==> src/rtl/risc_multicycle_ctrl.sv <==
// Multi-cycle control FSM for the 16-bit RISC core: fetch, decode, execute, memory and writeback sequencing.
// Optional retire counter output enabled by defining RISC_CTRL_RETIRE_CNT_EN.
module risc_multicycle_ctrl #(
    parameter int PC_WIDTH    = 16,
    parameter int INSTR_WIDTH = 16
) (
    input  logic                   clk,
    input  logic                   rst,
    output logic                   imem_req,
    output logic [PC_WIDTH-1:0]    imem_addr,
    input  logic                   imem_ack,
    input  logic [INSTR_WIDTH-1:0] imem_rdata,
    output logic [INSTR_WIDTH-1:0] instr_out,
    output logic [2:0]             alu_ctrl,
    output logic                   alu_src_imm,
    input  logic                   zero,
    output logic                   dmem_req,
    output logic                   dmem_we,
    input  logic                   dmem_ack,
    output logic                   rf_we,
    output logic                   wb_sel_mem,
    output logic [PC_WIDTH-1:0]    pc_out,
    output logic                   illegal
`ifdef RISC_CTRL_RETIRE_CNT_EN
    ,
    output logic [31:0]            retire_cnt
`endif
);

    typedef enum logic [2:0] {IDLE, FETCH, DECODE, EXEC, MEM, WB} state_t;

    typedef struct packed {
        logic       imem_req;
        logic [2:0] alu_ctrl;
        logic       alu_src_imm;
        logic       dmem_req;
        logic       dmem_we;
        logic       rf_we;
        logic       wb_sel_mem;
        logic       illegal;
    } ctrl_t;

    localparam logic [3:0] OP_LW    = 4'd0;
    localparam logic [3:0] OP_SW    = 4'd1;
    localparam logic [3:0] OP_RTYPE = 4'd2;
    localparam logic [3:0] OP_ADDI  = 4'd3;
    localparam logic [3:0] OP_BEQ   = 4'd4;
    localparam logic [3:0] OP_BNE   = 4'd5;
    localparam logic [3:0] OP_JMP   = 4'd6;

    localparam logic [PC_WIDTH-1:0] PC_ONE = PC_WIDTH'(1);

    state_t                 state, state_nxt;
    logic [PC_WIDTH-1:0]    pc, pc_nxt;
    logic [INSTR_WIDTH-1:0] instr_nxt;
    ctrl_t                  ctrl_q;

    logic [3:0]          op;
    logic [PC_WIDTH-1:0] pc_inc;
    logic [PC_WIDTH-1:0] imm_sext;
    logic [PC_WIDTH-1:0] br_tgt;
    logic [PC_WIDTH-1:0] jmp_tgt;
    logic                br_taken;

    assign op       = instr_out[INSTR_WIDTH-1 -: 4];
    assign pc_inc   = pc + PC_ONE;
    assign imm_sext = {{(PC_WIDTH-6){instr_out[5]}}, instr_out[5:0]};
    assign br_tgt   = pc_inc + imm_sext;
    assign jmp_tgt  = {{(PC_WIDTH-12){1'b0}}, instr_out[11:0]};
    assign br_taken = (op == OP_BEQ) ? zero : ~zero;

    // Output decode for a given state/instruction; evaluated on the next state so outputs are registered.
    function automatic ctrl_t decode_ctrl(input state_t s, input logic [INSTR_WIDTH-1:0] ins);
        ctrl_t      c;
        logic [3:0] o;
        c = '0;
        o = ins[INSTR_WIDTH-1 -: 4];
        case (s)
            FETCH:  c.imem_req = 1'b1;
            DECODE: c.illegal  = (o > OP_JMP);
            EXEC: begin
                case (o)
                    OP_RTYPE:             c.alu_ctrl = ins[2:0];
                    OP_ADDI, OP_LW, OP_SW: begin
                        c.alu_ctrl    = 3'b000;
                        c.alu_src_imm = 1'b1;
                    end
                    OP_BEQ, OP_BNE:       c.alu_ctrl = 3'b001;
                    default:              c.alu_ctrl = 3'b000;
                endcase
            end
            MEM: begin
                c.dmem_req = 1'b1;
                c.dmem_we  = (o == OP_SW);
            end
            WB: begin
                c.rf_we      = 1'b1;
                c.wb_sel_mem = (o == OP_LW);
            end
            default: c = '0;
        endcase
        return c;
    endfunction

    always_comb begin
        state_nxt = state;
        pc_nxt    = pc;
        instr_nxt = instr_out;
        case (state)
            IDLE: state_nxt = FETCH;
            FETCH: begin
                if (imem_ack) begin
                    instr_nxt = imem_rdata;
                    state_nxt = DECODE;
                end
            end
            DECODE: begin
                if (op == OP_JMP) begin
                    pc_nxt    = jmp_tgt;
                    state_nxt = FETCH;
                end else if (op > OP_JMP) begin
                    pc_nxt    = pc_inc;
                    state_nxt = FETCH;
                end else begin
                    state_nxt = EXEC;
                end
            end
            EXEC: begin
                if (op == OP_BEQ || op == OP_BNE) begin
                    pc_nxt    = br_taken ? br_tgt : pc_inc;
                    state_nxt = FETCH;
                end else if (op == OP_LW || op == OP_SW) begin
                    state_nxt = MEM;
                end else begin
                    state_nxt = WB;
                end
            end
            MEM: begin
                if (dmem_ack) begin
                    if (op == OP_SW) begin
                        pc_nxt    = pc_inc;
                        state_nxt = FETCH;
                    end else begin
                        state_nxt = WB;
                    end
                end
            end
            WB: begin
                pc_nxt    = pc_inc;
                state_nxt = FETCH;
            end
            default: state_nxt = IDLE;
        endcase
    end

`ifdef RISC_CTRL_RETIRE_CNT_EN
    logic retire_evt;
    assign retire_evt = (state_nxt == FETCH) &&
                        ((state == EXEC) || (state == MEM) || (state == WB) ||
                         ((state == DECODE) && (op == OP_JMP)));
`endif

    always_ff @(posedge clk) begin
        if (rst) begin
            state     <= IDLE;
            pc        <= '0;
            instr_out <= '0;
            ctrl_q    <= '0;
`ifdef RISC_CTRL_RETIRE_CNT_EN
            retire_cnt <= '0;
`endif
        end else begin
            state     <= state_nxt;
            pc        <= pc_nxt;
            instr_out <= instr_nxt;
            ctrl_q    <= decode_ctrl(state_nxt, instr_nxt);
`ifdef RISC_CTRL_RETIRE_CNT_EN
            if (retire_evt) retire_cnt <= retire_cnt + 32'd1;
`endif
        end
    end

    assign imem_req    = ctrl_q.imem_req;
    assign imem_addr   = pc;
    assign pc_out      = pc;
    assign alu_ctrl    = ctrl_q.alu_ctrl;
    assign alu_src_imm = ctrl_q.alu_src_imm;
    assign dmem_req    = ctrl_q.dmem_req;
    assign dmem_we     = ctrl_q.dmem_we;
    assign rf_we       = ctrl_q.rf_we;
    assign wb_sel_mem  = ctrl_q.wb_sel_mem;
    assign illegal     = ctrl_q.illegal;

endmodule

==> config.mk <==
export PLATFORM = sky130hd
export DESIGN_NAME = risc_multicycle_ctrl
export DESIGN_NICKNAME = d
export VERILOG_FILES = /design/src/rtl/risc_multicycle_ctrl.sv
export SDC_FILE = /design/constraint.sdc
export NUM_CORES = 1
export LEC_CHECK = 0
export BUFFER_PORTS_ARGS = -buffer_cell sky130_fd_sc_hd__buf_4
export CORE_MARGIN = 3
export CORE_UTILIZATION = 50
export CTS_BUF_LIST = sky130_fd_sc_hd__clkbuf_4 sky130_fd_sc_hd__clkbuf_8
export DETAILED_ROUTE_END_ITERATION = 8
export PLACE_DENSITY = 0.79
export SYNTH_ARGS = -nofsm -noshare
export SYNTH_HDL_FRONTEND = slang
export SYNTH_SLANG_ARGS = --single-unit
==> constraint.sdc <==
create_clock -name clk -period 3.35 [get_ports clk]
set_clock_uncertainty 0.05 [all_clocks]
set_input_delay 0.67 -clock clk [delete_from_list [all_inputs] [get_ports clk]]
set_output_delay 0.67 -clock clk [all_outputs]
set_load 0.03 [all_outputs]
==> qor.log <==
INFO  layout         most-common-layout-cells=sky130_fd_sc_hd__buf_4 (96), sky130_fd_sc_hd__nand2_1 (52), sky130_fd_sc_hd__dfxtp_1 (41)
INFO  pwr            p_seq_share=45.1%
INFO  grt            first_pass_grt_wire_length=15100um
INFO  run            max-cap-violations=0
INFO  timing         fmax=315MHz
INFO  pwr            internal-power=0.877mW
INFO  timing         final_hold_viol_count=0
INFO  critical_path  cp_data_required_time=3510ps
INFO  clocking       tritoncts=done
INFO  die            fp.dieArea=0.00737mm^2
INFO  grt            antenna_found_initial=0
INFO  min_path       whs_path_depth=2
INFO  timing         layout_worst_path_cycle_share=94.9%
INFO  critical_path  ff2ff_path_depth=12
INFO  min_path       hold_path.startpoint=instr_out[7]
INFO  grt            grt_pass1_vias=3141
INFO  layout         mostFrequentLayoutCell=sky130_fd_sc_hd__buf_4
INFO  timing         worst_slew_pin_slew=768ps
INFO  drt            drt_pre_antenna_iters=4
INFO  pwr            power_leakage=1.69nW
INFO  drt            drt_wl_total=9180um
INFO  clocking       clk-insertion-delay-late=300ps
INFO  drt            drt.antenna.violating_nets=0
INFO  synthesis      ys_seq_elements=45
INFO  clocking       numCtsBuffers=5
INFO  synthesis      synth.lib_cells_used.distinct=64
INFO  pwr            share_clk_of_total_power=26.7%
INFO  critical_path  crit_top_cell=sky130_fd_sc_hd__o21ai_0
INFO  critical_path  critical_path_type=reg -> reg
INFO  placed_design  global_placement_routability_congestion=0.934
INFO  pwr            power_density=336mW/mm^2
INFO  synthesis      synth_area_per_cell=7.78um^2
INFO  pwr            worst_supply_voltage_drop_on_vdd=0.243mV
INFO  clocking       cts.root.buffer_cell=sky130_fd_sc_hd__clkbuf_8
INFO  drt            drc=0
INFO  timing         worst_slew_margin_rel=48.7%
INFO  pwr            switching_power=0.452mW
INFO  layout         layout.cell_area.non_filler=0.00396mm^2
INFO  critical_path  crit_path_cells=buf_4 > nand4_1 > or2_4 > nor2_1 > xor2_1 > ha_1 > a21oi_1 > o21ai_0 > o41ai_2 > and3_1 > o21ai_0 > a221oi_1
INFO  pwr            power.switching_fraction=34.0%
INFO  min_path       worst_hold_path.endpoint=instr_out[7]
INFO  grt            grt-ovfl-total=0
INFO  layout         num_antenna_cells=0
INFO  critical_path  worst_r2r_startpoint=imem_addr[0]
INFO  placed_design  portBuffers=78
INFO  drt            detailed_router_s_first_iteration_violation_count=190
INFO  timing         setup_violations=0
INFO  min_path       min-delay-path-class=reg -> reg
INFO  drt            routed-via-count=3302
INFO  drt            drt-vias-per-instance=5.99
INFO  die            core-area=0.00606mm^2
INFO  drt            post_route_m1_wl=4050um
INFO  clocking       cts-root-to-sink-buffers=2
INFO  placed_design  dp_hpwl=6730um
INFO  die            fp-row-count=28
INFO  synthesis      post_synth_instance_area=0.00319mm^2
INFO  die            num_io_pins=79
INFO  status         status=finished clean
INFO  critical_path  cell_with_the_largest_stage_delay_on_the_worst_path=sky130_fd_sc_hd__ha_1
INFO  critical_path  timing.reg2reg.setup_slack=170ps
INFO  synthesis      post_synth_inst_count=410
INFO  drt            routedWlPerCell=16.7um
INFO  critical_path  cp_data_arrival_time=3340ps
INFO  placed_design  placed_cell_area=0.00380mm^2
INFO  timing         finalWorstPathRequiredPeriod=3180ps
INFO  synthesis      synth.net_count=450
INFO  synthesis      synth-async-reset-ratio=0%
INFO  die            starting_utilization_of_the_core_area=52.6%
INFO  timing         rsz_0062_raised_after_global_routing=yes
INFO  synthesis      seq_area_frac_synth=28.2%
INFO  layout         layout-area-overhead-vs-synth=24.2%
INFO  clocking       clock_tree.htree_level_count=2
INFO  die            die_h=85.9um
INFO  critical_path  critical-path-max-stage-delay=360ps
INFO  layout         num-nets-final=516
INFO  clocking       cts_hold_buffers=0
INFO  synthesis      yosys_warnings=0
INFO  pwr            comb_power_share=28.2%
INFO  clocking       num_clock_sinks=45
INFO  timing         setup_total_neg_slack=0ps
INFO  die            dieWidth=85.9um
INFO  critical_path  critical_path.reg2reg.endpoint=imem_addr[14]
INFO  synthesis      ys.flop_type=sky130_fd_sc_hd__dfxtp_1
INFO  timing         maxSlewViolCount=0
INFO  critical_path  crit_path_max_fanout=9
INFO  clocking       clk_pin_slew=90ps
INFO  drt            highest-signal-layer=met4
INFO  drt            met3WireLength=627um
INFO  synthesis      synth_enable_flop_cells=0
INFO  grt            maximum_number_of_pins_on_one_net_before_global_route_repair=37
INFO  drt            wire_length_on_met2=4310um
INFO  grt            grt.total_usage=24.9%
INFO  layout         layout-drive-gt1-share=27.5%
INFO  critical_path  crit_path_end_kind=flip-flop
INFO  critical_path  setup.worst_path.start_class=flip-flop
[kinds of logic (layout without fill, tap and decap cells)]
family / after synthesis / in the layout / share of synthesized area, %
muxes: 4 / 4 / 1.29
xor gates and xnor gates: 22 / 22 / 6.04
DFF: 45 / 45 / 28.2
AOI/OAI and AO/OA: 121 / 121 / 25.7
buffers and inverters: 51 / 117 / 8.36
and+or+nand+nor: 148 / 148 / 22.6
adders and majority gates: 19 / 19 / 7.69
[critical path, delay by kind of cell (launching register included)]
family          cells  cell delay, ps
flops               1             340
simple gates        4             860
xor+xnor            1             220
compound gates      5            1110
fa+ha+maj           1             360
buf+inv             1             140
[stage by stage]
stage	hold slack [ps]	utilization, %	cells	setup slack [ps]	power, mW
2_1_floorplan	523	-	410	30.7	0.857
3_3_place_gp	414	62.7	543	129	0.970
3_5_place_dp	420	62.7	543	-58.0	0.978
4_1_cts	433	64.3	550	42.6	1.32
5_1_grt	470	65.3	551	-59.1	1.39
6_report	434	65.3	551	172	1.33
[cells in the mapped netlist, types with 3 or more instances]
cell,instances,area (um^2)
sky130_fd_sc_hd__xnor2_1,13,114
sky130_fd_sc_hd__and3_1,3,18.8
sky130_fd_sc_hd__a211oi_1,11,82.6
sky130_fd_sc_hd__buf_4,16,120
sky130_fd_sc_hd__a221oi_1,11,96.3
sky130_fd_sc_hd__xor2_1,9,78.8
sky130_fd_sc_hd__o21a_1,4,30.0
sky130_fd_sc_hd__a22oi_1,4,30.0
sky130_fd_sc_hd__a21oi_1,34,170
sky130_fd_sc_hd__o21ai_0,18,90.1
sky130_fd_sc_hd__a31oi_1,4,25.0
sky130_fd_sc_hd__inv_1,14,52.6
sky130_fd_sc_hd__nor3b_1,4,30.0
sky130_fd_sc_hd__o21bai_1,3,22.5
sky130_fd_sc_hd__mux2i_1,3,30.0
sky130_fd_sc_hd__dfxtp_1,45,901
sky130_fd_sc_hd__and2_1,4,25.0
sky130_fd_sc_hd__ha_1,18,225
sky130_fd_sc_hd__clkbuf_1,12,45.0
sky130_fd_sc_hd__buf_2,5,25.0
sky130_fd_sc_hd__a21o_1,4,30.0
sky130_fd_sc_hd__nor3_1,13,65.1
sky130_fd_sc_hd__nor2_1,36,135
sky130_fd_sc_hd__nand4_1,3,18.8
sky130_fd_sc_hd__nand2_1,52,195
sky130_fd_sc_hd__nand3_1,11,55.1
sky130_fd_sc_hd__nor2b_1,3,18.8
sky130_fd_sc_hd__o32ai_1,4,35.0
sky130_fd_sc_hd__o211ai_1,5,37.5
[power groups by stage]
stage,Sequential (mW),Clock [mW],Combinational (mW)
floorplan,0.646,0,0.210
global placement,0.609,0,0.361
detailed placement,0.610,0,0.367
CTS,0.598,0.357,0.369
global route,0.605,0.378,0.406
finish,0.600,0.354,0.375
[routing by layer]
metal	vias to the layer above	track usage [%]
met2	130	41.1
li1	1613	-
met4	0	8.20
met1	1537	32.5
met5	-	0
met3	22	5.09
[cell type report]
type                       count  area (um^2)
fill                         541         2100
multi-input combinational    314         2100
sequential                    45          906
timing repair buffer          96          721
tap                           75         93.8
clock buffer                   6         82.6
inverter                      14         52.6
clock inverter                 1         7.51
[worst max path at each step]
stage                      start             to  slack [ps]  cells after the start
floorplan           imem_addr[0]  imem_addr[15]          30                     13
global placement    imem_addr[1]  imem_addr[15]         130                     12
detailed placement  imem_addr[1]  imem_addr[15]         -60                     12
CTS                 imem_addr[3]  imem_addr[15]          40                     11
global route        imem_addr[0]  imem_addr[15]         -60                     12
finish              imem_addr[0]  imem_addr[14]         170                     12
[flip-flops by register name, summed over array words and instances (netlist names)]
| signal | cells |
|---|---|
| alu_src_imm | 1 |
| dmem_we | 1 |
| illegal | 1 |
| alu_ctrl | 3 |
| wb_sel_mem | 1 |
| imem_req | 1 |
| rf_we | 1 |
| imem_addr | 16 |
| instr_out | 16 |
| state | 3 |
| dmem_req | 1 |
[timing repair]
item,CTS,global route
cloned,0,0
gates resized for setup,2,14
pin swaps,0,4
setup endpoints to repair,1,2
buffers inserted,0,1
Power figures use the tool's default switching activity.
